<file path="config.mk">
export PLATFORM = sky130hd
export DESIGN_NAME = whack_judge
export DESIGN_NICKNAME = d
export VERILOG_FILES = /design/src/rtl/whack_pkg.sv /design/src/rtl/sw_edge_sync.sv /design/src/rtl/whack_judge.sv
export SDC_FILE = /design/constraint.sdc
export NUM_CORES = 1
export LEC_CHECK = 0
export ABC_AREA = 1
export ABC_CLOCK_PERIOD_IN_PS = 1750
export BUFFER_PORTS_ARGS = -buffer_cell sky130_fd_sc_hd__buf_2
export CORE_MARGIN = 8
export CORE_UTILIZATION = 49
export DETAILED_ROUTE_END_ITERATION = 8
export PLACE_DENSITY_LB_ADDON = 0.08
export SLEW_MARGIN = 20
export SYNTH_ARGS = -nofsm -noshare
export SYNTH_HDL_FRONTEND = slang
export SYNTH_SLANG_ARGS = --single-unit
export TNS_END_PERCENT = 50
</file>
<file path="constraint.sdc">
create_clock -name clk -period 1.75 [get_ports clk]
set_input_delay 0.2625 -clock clk [delete_from_list [all_inputs] [get_ports clk]]
set_output_delay 0.2625 -clock clk [all_outputs]
set_load 0.1 [all_outputs]
</file>
<file path="src/rtl/whack_pkg.sv">
// Shared types and constants for the whack-a-mole judge slice.
package whack_pkg;

    typedef enum logic [1:0] {
        IDLE     = 2'd0,
        ARMED    = 2'd1,
        REPORT   = 2'd2,
        COOLDOWN = 2'd3
    } state_e;

    typedef enum logic [1:0] {
        HIT     = 2'd0,
        WRONG   = 2'd1,
        TIMEOUT = 2'd2
    } verdict_e;

    localparam int         NUM_HOLES_DEF = 18;
    localparam logic [4:0] POS_NONE      = 5'd31;

    // Saturating 8-bit increment used by the miss counter.
    function automatic logic [7:0] sat_inc8(input logic [7:0] v);
        logic [7:0] r;
        if (v == 8'hFF) begin
            r = 8'hFF;
        end else begin
            r = v + 8'd1;
        end
        return r;
    endfunction

endpackage

</file>
<file path="src/rtl/sw_edge_sync.sv">
// Per-bit 2-flop synchroniser followed by a rising-edge detector.
module sw_edge_sync #(
    parameter int WIDTH = 18
) (
    input  logic             clk,
    input  logic             reset,
    input  logic [WIDTH-1:0] sw,
    output logic [WIDTH-1:0] rise
);

    logic [WIDTH-1:0] meta_r;
    logic [WIDTH-1:0] sync_r;
    logic [WIDTH-1:0] prev_r;

    // Synchroniser chain plus previous-value register.
    always_ff @(posedge clk) begin
        if (reset) begin
            meta_r <= {WIDTH{1'b0}};
            sync_r <= {WIDTH{1'b0}};
            prev_r <= {WIDTH{1'b0}};
        end else begin
            meta_r <= sw;
            sync_r <= meta_r;
            prev_r <= sync_r;
        end
    end

    assign rise = sync_r & ~prev_r;

endmodule

</file>
<file path="src/rtl/whack_judge.sv">
// Whack-a-mole judge: decides hit / wrong-hole / timeout and keeps score.
// Optional macro STREAK_EN adds a consecutive-hit streak with bonus scoring.
module whack_judge
    import whack_pkg::*;
#(
    parameter int NUM_HOLES     = NUM_HOLES_DEF,
    parameter int TIMEOUT_TICKS = 1500,
    parameter int COOLDOWN_CYC  = 4,
    parameter int SCORE_W       = 10
) (
    input  logic                 clk,
    input  logic                 reset,
    input  logic [4:0]           position,
    input  logic [NUM_HOLES-1:0] sw,
    input  logic                 tick,
    output logic                 mole_hit,
    output logic                 hit_pulse,
    output logic                 miss_pulse,
    output logic                 timeout_pulse,
    output logic [SCORE_W-1:0]   score,
    output logic [7:0]           misses
`ifdef STREAK_EN
    ,
    output logic [3:0]           streak
`endif
);

    localparam int TIMER_W = $clog2(TIMEOUT_TICKS + 1);
    localparam int CD_W    = $clog2(COOLDOWN_CYC + 1);
    localparam logic [TIMER_W-1:0] TIMER_LIMIT = TIMER_W'(TIMEOUT_TICKS);
    localparam logic [TIMER_W-1:0] TIMER_MAX   = {TIMER_W{1'b1}};
    localparam logic [CD_W-1:0]    CD_LAST     = CD_W'(COOLDOWN_CYC - 1);

    state_e               state_r, state_s;
    verdict_e             verdict_r, verdict_s;
    logic [TIMER_W-1:0]   timer_r;
    logic [CD_W-1:0]      cd_r;
    logic [NUM_HOLES-1:0] rise_s;
    logic [NUM_HOLES-1:0] pos_mask_s;
    logic                 pos_valid_s;
    logic                 hit_s, wrong_s;
    logic [1:0]           score_inc_s;

    logic                 mole_hit_r, hit_pulse_r, miss_pulse_r, timeout_pulse_r;
    logic [SCORE_W-1:0]   score_r;
    logic [7:0]           misses_r;

    function automatic logic [SCORE_W-1:0] score_add(input logic [SCORE_W-1:0] v,
                                                      input logic [1:0]         inc);
        logic [SCORE_W:0] sum;
        sum = {1'b0, v} + {{(SCORE_W-1){1'b0}}, inc};
        return sum[SCORE_W] ? {SCORE_W{1'b1}} : sum[SCORE_W-1:0];
    endfunction

    sw_edge_sync #(.WIDTH(NUM_HOLES)) u_sync (
        .clk   (clk),
        .reset (reset),
        .sw    (sw),
        .rise  (rise_s)
    );

    assign pos_valid_s = (position != POS_NONE) && (32'(position) < 32'(NUM_HOLES));
    assign pos_mask_s  = {{(NUM_HOLES-1){1'b0}}, 1'b1} << position;
    assign hit_s       = |(rise_s & pos_mask_s);
    assign wrong_s     = |(rise_s & ~pos_mask_s);

    // State and verdict registers.
    always_ff @(posedge clk) begin
        if (reset) begin
            state_r   <= IDLE;
            verdict_r <= HIT;
        end else begin
            state_r   <= state_s;
            verdict_r <= verdict_s;
        end
    end

    // Next-state and verdict selection; HIT outranks WRONG outranks TIMEOUT.
    always_comb begin
        state_s   = state_r;
        verdict_s = verdict_r;
        case (state_r)
            IDLE: begin
                if (pos_valid_s) begin
                    state_s = ARMED;
                end else begin
                    state_s = IDLE;
                end
            end
            ARMED: begin
                if (!pos_valid_s) begin
                    state_s = IDLE;
                end else if (hit_s) begin
                    state_s   = REPORT;
                    verdict_s = HIT;
                end else if (wrong_s) begin
                    state_s   = REPORT;
                    verdict_s = WRONG;
                end else if (timer_r >= TIMER_LIMIT) begin
                    state_s   = REPORT;
                    verdict_s = TIMEOUT;
                end else begin
                    state_s = ARMED;
                end
            end
            REPORT: begin
                state_s = COOLDOWN;
            end
            COOLDOWN: begin
                if (cd_r != CD_LAST) begin
                    state_s = COOLDOWN;
                end else if ((verdict_r == WRONG) && pos_valid_s) begin
                    state_s = ARMED;
                end else begin
                    state_s = IDLE;
                end
            end
            default: begin
                state_s = IDLE;
            end
        endcase
    end

    // Mole timer keeps running through a wrong-hole cooldown; cleared only in IDLE.
    always_ff @(posedge clk) begin
        if (reset || (state_r == IDLE)) begin
            timer_r <= {TIMER_W{1'b0}};
        end else if (tick && (timer_r != TIMER_MAX)) begin
            timer_r <= timer_r + {{(TIMER_W-1){1'b0}}, 1'b1};
        end else begin
            timer_r <= timer_r;
        end
    end

    // Cooldown cycle counter.
    always_ff @(posedge clk) begin
        if (reset || (state_r != COOLDOWN)) begin
            cd_r <= {CD_W{1'b0}};
        end else begin
            cd_r <= cd_r + {{(CD_W-1){1'b0}}, 1'b1};
        end
    end

`ifdef STREAK_EN
    logic [3:0] streak_r;

    assign score_inc_s = (streak_r >= 4'd3) ? 2'd2 : 2'd1;
    assign streak      = streak_r;

    // Consecutive-hit streak: saturates at 15, cleared by any miss.
    always_ff @(posedge clk) begin
        if (reset) begin
            streak_r <= 4'd0;
        end else if ((state_r == REPORT) && (verdict_r == HIT)) begin
            streak_r <= (streak_r == 4'd15) ? 4'd15 : streak_r + 4'd1;
        end else if (state_r == REPORT) begin
            streak_r <= 4'd0;
        end else begin
            streak_r <= streak_r;
        end
    end
`else
    assign score_inc_s = 2'd1;
`endif

    // Registered verdict pulses and saturating counters.
    always_ff @(posedge clk) begin
        if (reset) begin
            mole_hit_r      <= 1'b0;
            hit_pulse_r     <= 1'b0;
            miss_pulse_r    <= 1'b0;
            timeout_pulse_r <= 1'b0;
            score_r         <= {SCORE_W{1'b0}};
            misses_r        <= 8'd0;
        end else begin
            mole_hit_r      <= (state_r == REPORT) && (verdict_r != WRONG);
            hit_pulse_r     <= (state_r == REPORT) && (verdict_r == HIT);
            miss_pulse_r    <= (state_r == REPORT) && (verdict_r != HIT);
            timeout_pulse_r <= (state_r == REPORT) && (verdict_r == TIMEOUT);
            if ((state_r == REPORT) && (verdict_r == HIT)) begin
                score_r  <= score_add(score_r, score_inc_s);
                misses_r <= misses_r;
            end else if (state_r == REPORT) begin
                score_r  <= score_r;
                misses_r <= sat_inc8(misses_r);
            end else begin
                score_r  <= score_r;
                misses_r <= misses_r;
            end
        end
    end

    assign mole_hit      = mole_hit_r;
    assign hit_pulse     = hit_pulse_r;
    assign miss_pulse    = miss_pulse_r;
    assign timeout_pulse = timeout_pulse_r;
    assign score         = score_r;
    assign misses        = misses_r;

endmodule
</file>
Word level (Yosys, flattened, before mapping)
Index checks and enable logic that the tools add are counted.
{"block": "totals", "output_inout_bits": 22, "elab_cells": 67, "reg_bits": 94}
{"block": "classes", "addsub": 4, "eq_ne": 11, "n_shift": 1, "magnitude_cmp": 2, "bitwise": 6, "n_mux": 13, "reduce_logical": 17}
{"cell": "bitwise AND 18 bit", "n": 3}
{"cell": "NOT 18 bit", "n": 2}
{"cell": "OR reduction 18 bit", "n": 2}
{"cell": "<< shifter 1 x 5 -> 18 bit (first input constant)", "n": 1}
{"cell": "two-way mux 2 bit", "n": 8}
{"cell": "adder 10 x 1 -> 11 bit (second input constant)", "n": 1}
{"cell": "adder 11 x 1 -> 11 bit (second input constant)", "n": 1}
{"cell": "greater-or-equal comparator 11 bit (second input constant)", "n": 1}
{"cell": "inequality test 11 bit (second input constant)", "n": 1}
{"cell": "two-way mux 10 bit", "n": 1}
{"cell": "adder 8 x 1 -> 8 bit (second input constant)", "n": 1}
{"cell": "== test 8 bit (second input constant)", "n": 1}
{"cell": "two-way mux 8 bit", "n": 1}
{"cell": "case mux 2 bit (4 select lines)", "n": 1}
{"cell": "logical AND 1 bit", "n": 7}
{"cell": "== test 2 bit (second input constant)", "n": 3}
{"cell": "less-than comparator 5 bit (second input constant)", "n": 1}
{"cell": "inequality test 5 bit (second input constant)", "n": 1}
{"cell": "== test 2 x 1 -> 1 bit (second input constant)", "n": 2}
{"cell": "zero test 2 bit", "n": 2}
{"cell": "adder 3 x 1 -> 3 bit (second input constant)", "n": 1}
{"cell": "inequality test 3 x 2 -> 1 bit (second input constant)", "n": 1}
{"cell": "AND reduction 3 bit", "n": 1}
{"cell": "nonzero test 3 bit", "n": 1}
{"cell": "7 further kinds", "n": 9}

Longest topological paths before layout
{"block": "logic_depth", "depth_word": 8, "depth_mapped": 14, "ltp_nobuf": 13}

Cells and area by module
From an unflattened synthesis, not the netlist that was laid out.
{"block": "unflattened", "cells_unflattened": 550, "area_unflattened_um2": 4052.6}
{"module": "whack_judge", "seq_area_each_um2": 800.8, "area_each_um2": 2431.1, "cells_per_inst": 364, "instances": 1}
{"module": "sw_edge_sync", "seq_area_each_um2": 1081.0, "area_each_um2": 1621.6, "cells_per_inst": 186, "instances": 1}

Worst setup path before layout
OpenSTA, ideal clock, no wires.
{"block": "synth_path", "path_type": "reg2reg", "from": "register misses_r[0] (netlist: misses[0])", "to": "register misses_r[3] (netlist: misses[3])", "arrival_time_ns": 1.992, "setup_slack_ns": -0.313, "setup_ns": 0.071, "stages_incl_launch_ff": 10, "required_ns": 1.679, "period_less_slack_ns": 2.063, "path_buffers": 0, "path_cell_list": "dfxtp_1 ha_1 nand3_1 nor2_1 inv_1 nor2_1 inv_1 nor2_1 inv_1 a21oi_1"}
{"block": "synth_via", "elab_chain_cells": 2, "elab_cells_between_ends": 3, "classes_between": "add/sub (1); eq/ne (1); mux (1)"}
{"element": "from (decl)", "line_no": "whack_judge.sv:46", "source": "logic [7:0] misses_r;"}
{"element": "from (signal assigned)", "line_no": "whack_judge.sv:182", "source": "misses_r <= misses_r;"}
{"element": "from (signal assigned)", "line_no": "whack_judge.sv:185", "source": "misses_r <= sat_inc8(misses_r);"}
{"element": "from (signal assigned)", "line_no": "whack_judge.sv:188", "source": "misses_r <= misses_r;"}
{"element": "adder 8 x 1 -> 8 bit / == test 8 bit (equally long branches)", "line_no": "whack_pkg.sv:26, whack_pkg.sv:23"}
{"element": "two-way mux 8 bit *", "line_no": "whack_pkg.sv:23", "source": "if (v == 8'hFF) begin"}
Mark *: on every way between the ends. The rest lies on a longest branch, timed or not.
A chain may end at the register's enable or synchronous reset.

Worst setup path after layout
{"block": "layout_path", "from": "register state_r[0]", "to": "register score_r[9] (netlist: score[9])"}
{"block": "layout_via", "elab_chain_cells": 2}
{"element": "from (decl)", "line_no": "whack_judge.sv:34", "source": "state_e state_r, state_s;"}
{"element": "from (signal assigned)", "line_no": "whack_judge.sv:73", "source": "state_r <= state_s;"}
{"element": "== test 2 bit", "line_no": "whack_judge.sv:180", "source": "if ((state_r == REPORT) && (verdict_r == HIT)) begin"}
{"element": "logical AND 1 bit", "line_no": "whack_judge.sv:180"}
{"element": "to (signal assigned)", "line_no": "whack_judge.sv:181", "source": "score_r <= score_add(score_r, score_inc_s);"}
{"element": "to (signal assigned)", "line_no": "whack_judge.sv:184", "source": "score_r <= score_r;"}
{"element": "to (signal assigned)", "line_no": "whack_judge.sv:187", "source": "score_r <= score_r;"}
{"element": "to (decl)", "line_no": "whack_judge.sv:45", "source": "logic [SCORE_W-1:0] score_r;"}
Every way passes these cells.

==> results by group <==
Outcome
  • Status: completed

Worst setup path
  • Crit-path max FO: 5
  • Kind of cell adding the most delay to the critical path: simple AND/OR/NAND/NOR gates
  • CP required: 1.98 ns
  • CP bufs+invs: 1
  • CP Capture Type: flop
  • Worst Path Arrival: 1.81 ns
  • Worst setup SP type: flop
  • Worst path most repeated cell: nand2_1
  • Setup CP Type: reg -> reg
  • Crit path cell chain: inv_2, nand2_1, nor2_4, nand4_1, nor2_2, nand2_1, nor2_1, xor2_1, a21oi_1
  • Critical Path Max Stage Delay: 0.37 ns
  • Slowest cell on the critical path: dfxtp_1

CTS
  • Clock sink count: 94
  • CTS buffer count: 9
  • CTS tree: yes
  • Clk_lat worst skew: 0.36 ns
  • Htree depth: 3
  • Max Root-Sink Buffers: 2
  • Clock transition at path regs: 0.10 ns
  • CTS root buf: clkbuf_8
  • Post-CTS setup buffer count: 0
  • Hold buffer count at cts: 0
  • Post-cts gate resize count: 0

Power
  • Clock power frac: 0.365
  • Sw frac: 0.266
  • Logic pwr share: 0.091
  • VDD IR max: 0.000404 V
  • Power Density: 903 nW/µm²
  • Int Power: 0.00301 W
  • Leakage: 2.09 nW
  • Total Power: 0.00411 W
  • Sequential power share: 0.544
  • Sw Pwr: 0.00110 W

Cells and area
  • Register Area: 1900 µm²
  • Area Growth Syn to Fin: 15.8%
  • N_diodes: 0
  • # fillers: 764
  • Share of cells above drive strength 1: 0.192
  • Layout Nets: 625
  • Multi-input gate area: 1640 µm²

Timing
  • Slew @ Worst Pin: 0.623 ns
  • Final worst-path cycle share: 0.903
  • F_max: 633 MHz
  • Min Tclk post-route: 1.58 ns
  • Max transition margin: 0.585
  • Final setup fails: 0
  • Final Hold Vio Count: 0
  • Final setup margin: 0.170 ns
  • Clock Skews: 0.0149 ns
  • Slew Viols, Final: 0

Yosys
  • Seq/Total Area, Yosys: 0.479
  • Syn nets: 572
  • Async S/R FF share, synth: 0
  • Post-synth top flop: dfxtp_1
  • Syn avg cell area: 7.28 µm²
  • Post-synth EDFFs: 0
  • Synth cell types: 37
  • Post-Syn Instances: 540
  • Seq cells post-synth: 94
  • Yosys warnings: 0
  • Area of the mapped netlist: 3930 µm²

Global routing
  • Total GRT Usage: 0.143
  • Initial antenna violation count: 0
  • Total grt overflow: 0
  • First-pass GRT wire length: 13400 µm
  • Vias in the first global route: 3159
  • Largest net degree at the start of global routing: 66

Routing
  • DR vias/cell: 4.74
  • Drt pass-1 iters: 4
  • Starting DRT DRC Count: 133
  • Via count: 3321
  • Final WL: 7650 µm
  • WL per Instance: 10.9 µm
  • # DRC: 0
  • DRT antenna net count: 0

Min path
  • Hold/Removal Path Class: in -> reg

Placement
  • RD Place Congestion: 0.886
  • Hpwl dp: 5600 µm
  • Setup WS pre-CTS: 0.0148 ns
  • Buffers on Ports: 47

Job
  • Max_cap viols: 0

Floorplan
  • Core area: 7770 µm²
  • Rows: 32
  • Die span in y: 106 µm
  • Die Wd: 106 µm
  • Initial Util: 0.506
  • Die Area: 11100 µm²
  • I/O pin cnt: 48
-- through the flow --
stage | utilization | hold slack, ns | cell area [µm²] | setup TNS (ns) | cells
4_1_cts | 0.582 | 0.0810 | 4520 | 0 | 700
5_1_grt | 0.586 | 0.0779 | 4550 | -0.00841 | 700
2_1_floorplan | - | 0.369 | 3950 | 0 | 540
6_report | 0.586 | 0.0957 | 4550 | 0 | 700
3_3_place_gp | 0.555 | 0.390 | 4310 | 0 | 684
3_5_place_dp | 0.555 | 0.392 | 4310 | 0 | 684
-- cells in the mapped netlist (3+ instances only) --
master	number	area (µm²)
a21oi_1	22	110
nand4_1	11	68.8
ha_1	6	75.1
o21ai_1	5	25.0
inv_2	5	18.8
inv_1	92	345
a31oi_1	5	31.3
nor2_2	5	31.3
clkbuf_1	6	22.5
o21ai_0	13	65.1
xor2_1	4	35.0
dfxtp_1	94	1880
nand2_1	83	312
nand3_1	28	140
buf_4	4	30.0
nor3_1	14	70.1
xnor2_1	3	26.3
nor2_1	110	413
or2_2	3	18.8
nor2_4	5	56.3
-- worst paths after layout --
path / from / end / slack [ns] / cells after the start
setup / recovery: state_r[0] / score[9] / 0.17 / 9
hold reg to reg: u_sync.meta_r[5] / u_sync.sync_r[5] / 0.40 / 2
hold / removal: sw[17] / u_sync.meta_r[17] / 0.1 / 3
setup reg to reg: state_r[0] / score[9] / 0.17 / 9
-- cell type report --
class / count / share of cell area
sequential: 94 / 0.418
clock inverter: 7 / 0.0190
multi-input combinational: 334 / 0.361
tap: 102 / 0.0280
clock buffer: 9 / 0.0272
timing repair buffer: 55 / 0.0649
inverter: 99 / 0.0817
-- sequential cells by signal (all words and copies together), names as in the netlist --
register	cells
score	10
miss_pulse	1
timeout_pulse	1
u_sync.sync_r	18
timer_r	11
u_sync.meta_r	18
misses	8
cd_r	3
hit_pulse	1
state_r	2
verdict_r	2
u_sync.prev_r	18
mole_hit	1
-- cells in the final DEF, fill, tap and decap left out, types with 2 or more instances in the layout --
cell type    n
xor2_1       4
nand3_1     27
nor2_4       6
nor3_1      14
xnor2_1      3
a31oi_1      5
ha_1         6
o21ai_1      5
clkinv_1     2
o21ai_0     13
buf_2       47
nor2_2       7
inv_2        5
a21oi_1     22
nand4_1     11
clkbuf_8     9
nor3b_1      2
or2_2        3
nand3b_1     2
inv_8        2
inv_1       92
inv_6        2
buf_4        8
nor2_1     107
dfxtp_2     16
nand2_1     82
dfxtp_1     78
nand3_2      3
-- cells by family after synthesis --
logic type	Yosys count	share of synthesized area
buffers and inverters	112	0.111
DFF	94	0.479
AOI/OAI and AO/OA	52	0.0732
and+or+nand+nor	269	0.302
xor gates and xnor gates	7	0.0156
adders and majority gates	6	0.0191
-- worst reg2reg max path, stage by stage, from the launching register on --
cell	delay [ns]
dfxtp_1	0.37
inv_2	0.08
nand2_1	0.12
nor2_4	0.14
nand4_1	0.15
nor2_2	0.16
nand2_1	0.10
nor2_1	0.12
xor2_1	0.16
a21oi_1	0.08
-- power by group through the flow --
stage / registers [W] / logic, W / clock network, W
after global routing: 0.00225 / 0.000424 / 0.00166
after floorplan: 0.00233 / 0.000226 / 0
after CTS: 0.00224 / 0.000376 / 0.00156
final: 0.00224 / 0.000374 / 0.00150
after global placement: 0.00229 / 0.000369 / 0
after detailed placement: 0.00229 / 0.000374 / 0
-- routing by layer --
metal  routed length [µm]  global-route usage  vias up
met5                    0                   0        -
met4                  121              0.0533        0
met3                  315              0.0402       12
met2                 3740               0.251       46
met1                 3470               0.162     1498
li1                     -                   -     1765
Power figures use the tool's default switching activity.
